===== src/rtl/demux3_buf.sv =====
// Buffered 1:3 demultiplexer: one producer stream routed by s into three
// per-channel FIFOs with valid/ready. Optional stall counter: DEMUX3_STALL_CNT_EN.
module demux3_buf #(
  parameter int WIDTH = 8,
  parameter int DEPTH = 2
) (
  input  logic             clk,
  input  logic             reset,
  input  logic             in_valid,
  output logic             in_ready,
  input  logic [WIDTH-1:0] d,
  input  logic [1:0]       s,
  output logic [WIDTH-1:0] y0,
  output logic [WIDTH-1:0] y1,
  output logic [WIDTH-1:0] y2,
  output logic             v0,
  output logic             v1,
  output logic             v2,
  input  logic             r0,
  input  logic             r1,
  input  logic             r2,
  output logic [15:0]      stall_cnt
);

  localparam int PW = $clog2(DEPTH);
  localparam int CW = $clog2(DEPTH + 1);

  logic [WIDTH-1:0] mem    [3][DEPTH];
  logic [PW-1:0]    wr_ptr [3];
  logic [PW-1:0]    rd_ptr [3];
  logic [CW-1:0]    count  [3];
  logic [WIDTH-1:0] last   [3];
  logic [WIDTH-1:0] head   [3];
  logic [2:0]       sel_oh, full, valid, rdy, push, pop;

  always_comb begin
    sel_oh = s[1] ? 3'b100 : (s[0] ? 3'b010 : 3'b001);
    rdy    = {r2, r1, r0};
    for (int unsigned i = 0; i < 3; i++) begin
      full[i]  = (count[i] == CW'(DEPTH));
      valid[i] = (count[i] != '0);
      // An empty channel shows the word most recently popped, not stale storage.
      head[i]  = valid[i] ? mem[i][rd_ptr[i]] : last[i];
    end
    in_ready = ~|(sel_oh & full);
    push     = {3{in_valid & in_ready & ~reset}} & sel_oh;
    pop      = valid & rdy & {3{~reset}};
  end

  always_ff @(posedge clk) begin
    if (reset) begin
      for (int unsigned i = 0; i < 3; i++) begin
        wr_ptr[i] <= '0;
        rd_ptr[i] <= '0;
        count[i]  <= '0;
        last[i]   <= '0;
        for (int unsigned j = 0; j < DEPTH; j++) begin
          mem[i][j] <= '0;
        end
      end
    end else begin
      for (int unsigned i = 0; i < 3; i++) begin
        if (push[i]) begin
          mem[i][wr_ptr[i]] <= d;
          wr_ptr[i]         <= wr_ptr[i] + 1'b1;
        end
        if (pop[i]) begin
          last[i]   <= mem[i][rd_ptr[i]];
          rd_ptr[i] <= rd_ptr[i] + 1'b1;
        end
        case ({push[i], pop[i]})
          2'b10:   count[i] <= count[i] + 1'b1;
          2'b01:   count[i] <= count[i] - 1'b1;
          default: count[i] <= count[i];
        endcase
      end
    end
  end

  assign y0 = head[0];
  assign y1 = head[1];
  assign y2 = head[2];
  assign v0 = valid[0];
  assign v1 = valid[1];
  assign v2 = valid[2];

`ifdef DEMUX3_STALL_CNT_EN
  always_ff @(posedge clk) begin
    if (reset) begin
      stall_cnt <= '0;
    end else if (in_valid && !in_ready && (stall_cnt != '1)) begin
      stall_cnt <= stall_cnt + 16'd1;
    end
  end
`else
  assign stall_cnt = '0;
`endif

endmodule


===== config.mk =====
export PLATFORM = sky130hd
export DESIGN_NAME = demux3_buf
export DESIGN_NICKNAME = d
export VERILOG_FILES = /design/src/rtl/demux3_buf.sv
export SDC_FILE = /design/constraint.sdc
export NUM_CORES = 1
export LEC_CHECK = 0
export BUFFER_PORTS_ARGS = -buffer_cell sky130_fd_sc_hd__buf_4
export CAP_MARGIN = 40
export CORE_MARGIN = 2
export CORE_UTILIZATION = 62
export CTS_CLUSTER_DIAMETER = 150
export DETAILED_ROUTE_END_ITERATION = 6
export HOLD_SLACK_MARGIN = 0.02
export PLACE_DENSITY = 0.87
export SLEW_MARGIN = 40
export SYNTH_ARGS = -nofsm -noshare
export SYNTH_HDL_FRONTEND = slang
export SYNTH_SLANG_ARGS = --single-unit

===== constraint.sdc =====
create_clock -name clk -period 6.6 [get_ports clk]
set_input_delay 1.98 -clock clk [delete_from_list [all_inputs] [get_ports clk]]
set_output_delay 1.98 -clock clk [all_outputs]
set_load 0.03 [all_outputs]

==> results of run 1 <==
-- power by group --
| part | switching [W] | leakage [nW] | internal [W] | total (W) |
|---|---|---|---|---|
| sequential | 0.0000223 | 0.881 | 0.000632 | 0.000654 |
| clock | 0.000182 | 0.117 | 0.000252 | 0.000434 |
| combinational | 0.000160 | 0.933 | 0.0000935 | 0.000253 |
-- Yosys cell counts (5+ instances only) --
master    instances
edfxtp_1         84
mux2_2           16
nand2b_1          9
buf_4            16
ha_1              8
or2_2             6
mux2i_1          16
inv_1             7
o31a_1            8
a21oi_1          16
clkbuf_1          5
and2_1           48
nor3_1            7
buf_2             9
nor2_1           43
-- routing by layer --
metal / vias to the layer above / global-route usage (%) / wire length, um
met1: 1228 / 26.30 / 3253
met5: - / 0 / 0
met3: 12 / 5.498 / 431
li1: 1257 / - / -
met4: 0 / 7.670 / 123
met2: 69 / 35.95 / 3749
-- cells in the final DEF (no fill, tap or decap), drive strengths merged, types with 2 or more instances in the layout --
master  instances
a21oi          16
a31o            4
and2           48
and3            2
buf            43
bufinv          3
clkbuf         10
clkinv          4
conb           16
edfxtp         84
ha              8
inv             9
mux2           16
mux2i          16
nand2           3
nand2b         10
nor2           43
nor2b           4
nor3            7
nor4            3
nor4b           2
o21ai           3
o21bai          4
o31a            8
or2             8
xor2            2
-- per-stage QoR --
step	total power (W)	worst slack, ps	area [um2]
detailed placement	0.0009189	1618	4554
global route	0.001386	1587	4793
floorplan	0.0008464	1794	4315
finish	0.001341	1618	4793
CTS	0.001344	1616	4793
global placement	0.0009107	1627	4554
-- final cells by class --
| cell class | instances | area (um2) | area share [%] |
|---|---|---|---|
| Clock inverter | 6 | 111.4 | 2.323 |
| Inverter | 11 | 41.29 | 0.8614 |
| Sequential cell | 84 | 2522 | 52.62 |
| Multi-Input combinational cell | 232 | 1568 | 32.71 |
| Timing Repair Buffer | 43 | 322.8 | 6.735 |
| Clock buffer | 10 | 127.6 | 2.662 |
| Tap cell | 80 | 100.1 | 2.088 |
-- state kept, by name, summed over array words and instances (netlist names) --
| register | cells |
|---|---|
| last | 24 |
| mem | 48 |
| wr_ptr | 3 |
| rd_ptr | 3 |
| count | 6 |
-- how the worst min path moves through the flow --
stage | startpoint | to | slack (ps) | cells past startpoint
after floorplan | count[2][0] | count[2][0] | 530 | 1
after global placement | count[2][0] | count[2][0] | 550 | 1
after detailed placement | count[2][0] | count[2][0] | 560 | 1
after CTS | count[2][0] | count[2][0] | 570 | 1
after global routing | count[2][0] | count[2][0] | 590 | 1
final | count[2][0] | count[2][0] | 570 | 1
-- logic make-up (layout without fill, tap and decap cells) --
| kind of cell | Yosys count | count (layout) | share of synthesized area [%] |
|---|---|---|---|
| other cells | 1 | 16 | 0.08805 |
| compound gates | 38 | 38 | 6.022 |
| fa+ha+maj | 8 | 8 | 2.350 |
| flops | 84 | 84 | 59.22 |
| mux | 32 | 32 | 7.990 |
| buf+inv | 41 | 70 | 5.288 |
| simple gates | 136 | 136 | 18.62 |
| xor+xnor | 2 | 2 | 0.4114 |
-- critical path, cell delays in order --
cell and delay [ps]:
buf_4 120, or2_1 320, o221a_2 360, inv_1 70, buf_4 150
==> flow_summary.toml, run 1 <==
[critical_path]
regToRegSetupSlack_ps = 4230
critical_path.max_fanout = 5
r2r_start = "count[1][0]"
critical_path_class = "primary input to output pin"
startpoint_type = "primary input"
crit_path_start = "s[0]"
reg2reg_depth = 7
required_ps = 4620
timing.rr.end = "count[2][1]"
cp-end-kind = "output pin"
arrival_ps = 3000
crit_end = "in_ready"

[finish]
drive_gt1_share_pct = 23.32
fin_nets = 405
final_util_pct = 71.34
fillers = 463
syn_to_final_growth_pct = 12.54
fin_cells = 466
antenna_cells = 0

[detailed_routing]
ant_nets = 0
route.detailed.drc = 0
drt_iter0_markers = 157
via_count = 2566
viasPerCell = 5.506
drt-total-wl_um = 7558
first_pass_iters = 4
post_drt_wl_per_cell_um = 16.22

[sta]
relSlewSlack_pct = 48.63
max_freq_ghz = 0.2007
period_needed_ps = 4982
worst-slew-pin-transition_ps = 769.0
hold_violations = 0
setup_viol = 0
finalSetupTns_ps = 0
fin_skew_ps = 5.424
layout_worst_path_cycle_share_pct = 75.49
rsz0062_at_grt = "no"
slew_violations = 0
hold_slack_ps = 568.3

[min_path]
worstHoldPathType = "flop to flop"

[synth]
synthTopCellsByArea = "edfxtp_1 59%, and2_1 7.1%, mux2_2 4.2%"
ys_seq_area_share_pct = 59.22
syn_area_mm2 = 0.004259
synth-edff-count = 84
synthCells = 342
ys_warn_count = 0
synth_area_leader_cell = "edfxtp_1"
synthArstFlopShare_pct = 0
ys_seq_elements = 84
ys.flop_type = "edfxtp_1"
syn_avg_cell_area_um2 = 12.45
synth_cell_types = 39
yosysTopAreaCellShare_pct = 59.22

[die]
dieHeight_um = 86.88
num_rows = 30
io_pins = 60
die-area_mm2 = 0.007548
initial_core_util_pct = 63.39
core_mm2 = 0.006719
fp.dieW_um = 86.88

[clocking]
clkTransAtPathRegs_ps = 80
cts_setup_buffers = 0
cts.sinks = 84
postCtsHoldBufs = 0
cts_tree = "done"
clk_latency_ps = 350
cts_buffer_depth = 2
numCtsBuffers = 9
cts-resized-gates = 0
root_buffer = "clkbuf_8"
htree_levels = 3

[placed_design]
io_buffers = 43
globalplace.congestion = 0.7987
place_hpwl_um = 5458
dp.cells = 450

[grt]
grt_pass1_wl_um = 12100
grt_usage_pct = 21.20
grt_max_degree = 30
grt_pass1_vias = 2488
antenna_found_initial = 0
grt-ovfl-total = 0

[power]
p_per_area_mw_per_mm2 = 279.8
p_leak_nw = 1.931
irDropWorstVdd_uv = 183.9

[job]
cap_violations = 0

[status]
status = "completed"
Power figures use the tool's default switching activity.
==> inputs of run 2 (changes only) <==
--- a/config.mk
+++ b/config.mk
@@ -8,11 +8,11 @@
 export BUFFER_PORTS_ARGS = -buffer_cell sky130_fd_sc_hd__buf_4
 export CAP_MARGIN = 40
 export CORE_MARGIN = 2
-export CORE_UTILIZATION = 62
+export CORE_UTILIZATION = 57
 export CTS_CLUSTER_DIAMETER = 150
 export DETAILED_ROUTE_END_ITERATION = 6
 export HOLD_SLACK_MARGIN = 0.02
-export PLACE_DENSITY = 0.87
+export PLACE_DENSITY = 0.81
 export SLEW_MARGIN = 40
 export SYNTH_ARGS = -nofsm -noshare
 export SYNTH_HDL_FRONTEND = slang
==> constraint.sdc (replaced) <==
create_clock -name clk -period 4.75 [get_ports clk]
set_input_delay 1.425 -clock clk [delete_from_list [all_inputs] [get_ports clk]]
set_output_delay 1.425 -clock clk [all_outputs]
set_load 0.03 [all_outputs]
==> run 2 against run 1 <==
Effect of this change: register-to-register slack got worse by 1700 ps; first-iteration DRC count fell by 39%; core utilization fell by 5.4 points; via count fell by 0.97%; clock power rose by 25%.
==> flow_summary.toml, run 2 (synthesis results as in run 1) <==
[die]
initial_core_util_pct = 58.72
io_pins = 60
num_rows = 31
fp.dieW_um = 90.44
die-area_mm2 = 0.008179
core_mm2 = 0.007253
dieHeight_um = 90.44

[grt]
grt_max_degree = 30
antenna_found_initial = 0
grt_usage_pct = 19.01
grt.busiest_layer = "met2"
grt_pass1_wl_um = 11930
grt_pass1_vias = 2434
grt-ovfl-total = 0
grtUsageMet1_pct = 24.04
met3_usage_pct = 4.007
grt_use_met2_pct = 31.52

[clocking]
cts.sinks = 84
htree_levels = 3
cts_buffer_depth = 2
root_buffer = "clkbuf_8"
cts_setup_buffers = 0
cts-resized-gates = 0
numCtsBuffers = 9
clkTransAtPathRegs_ps = 80
postCtsHoldBufs = 0
clk_latency_ps = 360
cts_tree = "done"

[sta]
max_freq_ghz = 0.2586
finalSetupTns_ps = 0
layout_worst_path_cycle_share_pct = 81.39
fin_skew_ps = 7.171
slew_violations = 0
rsz0062_at_grt = "no"
relSlewSlack_pct = 50.02
period_needed_ps = 3866
setup_viol = 0
hold_violations = 0
worst-slew-pin-transition_ps = 748.2

[finish]
top_regs = "mem (48), last (24), count (6)"
regArea_mm2 = 0.002522
drive_gt1_share_pct = 22.80
largest_register_ffs = 48
syn_to_final_growth_pct = 12.37
mostFrequentLayoutCells = "84 x edfxtp_1, 48 x and2_1, 43 x nor2_1, 43 x buf_4"
fillers = 562
fin_cells = 485
top_register = "mem"
final_util_pct = 65.98
final_common_cell = "edfxtp_1"
fin_nets = 405
multiInputGateArea_mm2 = 0.001568
antenna_cells = 0
final_cell_area_mm2 = 0.004786

[critical_path]
crit_path_frequent_cell = "buf_4"
cp_cell_sequence = "buf_4 -> or2_1 -> o221a_2 -> inv_1 -> buf_4"
critical_path.max_fanout = 5
path_buf_inv = 3
arrival_ps = 2440
critPathTopFamily = "compound AO/OA/AOI/OAI gates"
startpoint_type = "primary input"
cp_slowest_cell = "o221a_2"
critical_path_class = "primary input to output pin"
required_ps = 3320
cp-end-kind = "output pin"
max_stage_delay_ps = 360

[detailed_routing]
drt-total-wl_um = 7459
via_count = 2541
ant_nets = 0
drt_iter0_markers = 95
post_drt_wl_per_cell_um = 15.38
first_pass_iters = 5
viasPerCell = 5.239
route.detailed.drc = 0

[power]
p_per_area_mw_per_mm2 = 376.2
p_leak_nw = 1.915
irDropWorstVdd_uv = 178.7

[job]
cap_violations = 0

[placed_design]
dp.cells = 469
place_area_mm2 = 0.004578
globalplace.congestion = 0.8158
place_hpwl_um = 5470
io_buffers = 43

[min_path]
worstHoldPathType = "flop to flop"

[status]
status = "completed"
run 2: final cells by class:
type | count | share of cell area (%)
Multi-Input combinational cell | 232 | 32.76
Inverter | 11 | 0.8627
Tap cell | 99 | 2.588
Timing Repair Buffer | 43 | 6.745
Sequential cell | 84 | 52.71
Clock inverter | 5 | 1.595
Clock buffer | 11 | 2.745
run 2: path summary, 6_finish.rpt:
kind                from           to  slack [ps]  cells after the start
max reg2reg  count[1][0]  count[2][1]        2490                      7
min          count[2][0]  count[2][0]         560                      1
max                 s[0]     in_ready         880                      5
min reg2reg  count[2][0]  count[2][0]         560                      1
run 2: layer usage:
layer	vias up	share of wire, %
met5	-	0
met4	0	2.7
li1	1257	-
met3	15	4.5
met2	75	49
met1	1194	44
run 2: where the power goes:
part / total, W / switching, W / internal, W / leakage (nW)
Clock: 0.000541 / 0.000247 / 0.000294 / 0.101
Combinational: 0.000352 / 0.000222 / 0.000130 / 0.933
Sequential: 0.000908 / 0.0000303 / 0.000878 / 0.881
Total: 0.00180 / 0.000499 / 0.00130 / 1.92
run 2: per-stage QoR:
stage	total power, W	worst slack (ps)	hold WS, ps
floorplan	0.001176	1054	531.5
finish	0.001800	883.8	558.3
global placement	0.001267	910.6	554.0
global route	0.001862	840.6	595.8
detailed placement	0.001277	891.5	552.3
CTS	0.001808	889.4	563.1
==> inputs of run 3 (changes only) <==
==> constraint.sdc (replaced) <==
create_clock -name clk -period 3.9 [get_ports clk]
set_input_delay 1.17 -clock clk [delete_from_list [all_inputs] [get_ports clk]]
set_output_delay 1.17 -clock clk [all_outputs]
set_load 0.03 [all_outputs]
==> run 3 against run 2 <==
Effect of this change: clock-buffer cell count stayed put; core utilization is 0.60 points lower; total power is 15% higher; register-to-register slack worse by 840 ps; worst setup slack worse by 330 ps; first-iteration DRC count is 2.1% higher; via count is 0.35% higher; cell area is 0.91% lower; sequential share of layout area is 0.49 points higher; sequential power is 22% higher; critical endpoint unchanged.
==> flow_summary.toml, run 3 (synthesis results as in run 1) <==
[detailed_routing]
via_count = 2550
ant_nets = 0
drt_iter0_markers = 97
viasPerCell = 5.258
first_pass_iters = 4
post_drt_wl_per_cell_um = 15.34
drt-total-wl_um = 7442
route.detailed.drc = 0

[critical_path]
cp-end-kind = "output pin"
startpoint_type = "primary input"
critical_path_class = "primary input to output pin"
arrival_ps = 2180
critical_path.max_fanout = 5
required_ps = 2730
cp_cell_sequence = "buf_4 -> or2_1 -> o221a_2 -> inv_1 -> buf_4"
crit_path_frequent_cell = "buf_4"
cp_slowest_cell = "o221a_2"
reg2reg_depth = 7
max_stage_delay_ps = 360

[power]
irDropWorstVdd_uv = 268.3
p_per_area_mw_per_mm2 = 435.3
p_leak_nw = 1.893
p_total_w = 0.002064

[finish]
final_common_cell = "edfxtp_1"
top_regs = "mem (48), last (24), count (6)"
syn_to_final_growth_pct = 11.34
mostFrequentLayoutCells = "84 x edfxtp_1, 48 x and2_1, 43 x nor2_1, 43 x buf_4"
final_util_pct = 65.38
drive_gt1_share_pct = 23.06
antenna_cells = 0
fillers = 554
top_register = "mem"
largest_register_ffs = 48
fin_nets = 405
final_cell_area_mm2 = 0.004742

[clocking]
root_buffer = "clkbuf_8"
clkTransAtPathRegs_ps = 80
cts_tree = "done"
postCtsHoldBufs = 0
cts-resized-gates = 0
cts_setup_buffers = 0
numCtsBuffers = 9
clk_latency_ps = 350
cts_buffer_depth = 2
cts.sinks = 84
htree_levels = 3

[placed_design]
place_hpwl_um = 5449
place_area_mm2 = 0.004578
globalplace.congestion = 0.8351
io_buffers = 43

[min_path]
worstHoldPathType = "flop to flop"
holdPathStages = 1

[grt]
grt_pass1_vias = 2392
antenna_found_initial = 0
grt_usage_pct = 18.66
grt_max_degree = 30
grt_pass1_wl_um = 11900
grt-ovfl-total = 0

[sta]
setup_viol = 0
finalSetupTns_ps = 0
rsz0062_at_grt = "no"
slew_violations = 0
period_needed_ps = 3350
max_freq_ghz = 0.2985
hold_violations = 0
layout_worst_path_cycle_share_pct = 85.89
fin_skew_ps = 9.609

[die]
dieHeight_um = 90.44
io_pins = 60
fp.dieW_um = 90.44
initial_core_util_pct = 58.72
num_rows = 31
core_mm2 = 0.007253
die-area_mm2 = 0.008179

[job]
cap_violations = 0

[status]
status = "completed"
## run 3: cell count changes in the layout (fill, tap and decap cells not counted), sizes merged
cell / change
clkinv: +1
bufinv: -2
clkinvlp: +1
## run 3: metal layers
metal	track usage [%]	share of wire, %
met1	25.41	46
met2	30.14	48
met3	3.923	4.0
met4	6.282	1.5
met5	0	0
## run 3: layout make-up
cell class	instances	area, um2	area share (%)
flip-flops and latches	84	2522	53.19
clock inverters	5	28.78	0.6069
clock buffers	11	131.4	2.770
inverters	11	41.29	0.8707
multi-input cells	232	1572	33.14
repair buffers	43	322.8	6.807
well taps	99	123.9	2.612
## run 3: stage by stage
stage | hold slack [ps] | std cells | setup WS, ps
6_report | 564.3 | 485 | 550.3
4_1_cts | 566.2 | 485 | 553.3
2_1_floorplan | 531.5 | 357 | 713.6
3_3_place_gp | 550.8 | 469 | 571.4
3_5_place_dp | 555.0 | 469 | 553.3
5_1_grt | 577.2 | 485 | 527.1
## run 3: worst max-delay path: cells and delay by family
| kind | cells | cell delay (ps) |
|---|---|---|
| buffers and inverters | 3 | 330 |
| AOI/OAI and AO/OA | 1 | 360 |
| and+or+nand+nor | 1 | 330 |
## run 3: power breakdown
group | internal, W | leakage, nW | switching, W | total (W)
sequential | 0.00107 | 0.881 | 0.0000375 | 0.00111
clock | 0.000228 | 0.0768 | 0.000302 | 0.000529
combinational | 0.000159 | 0.935 | 0.000270 | 0.000429
total | 0.00146 | 1.89 | 0.000609 | 0.00206
## run 3: path summary, 6_finish.rpt
kind | startpoint | end | slack [ps]
setup / recovery | s[0] | in_ready | 550
hold reg to reg | count[2][0] | count[2][0] | 560
hold / removal | count[2][0] | count[2][0] | 560
setup reg to reg | count[1][0] | count[2][1] | 1650
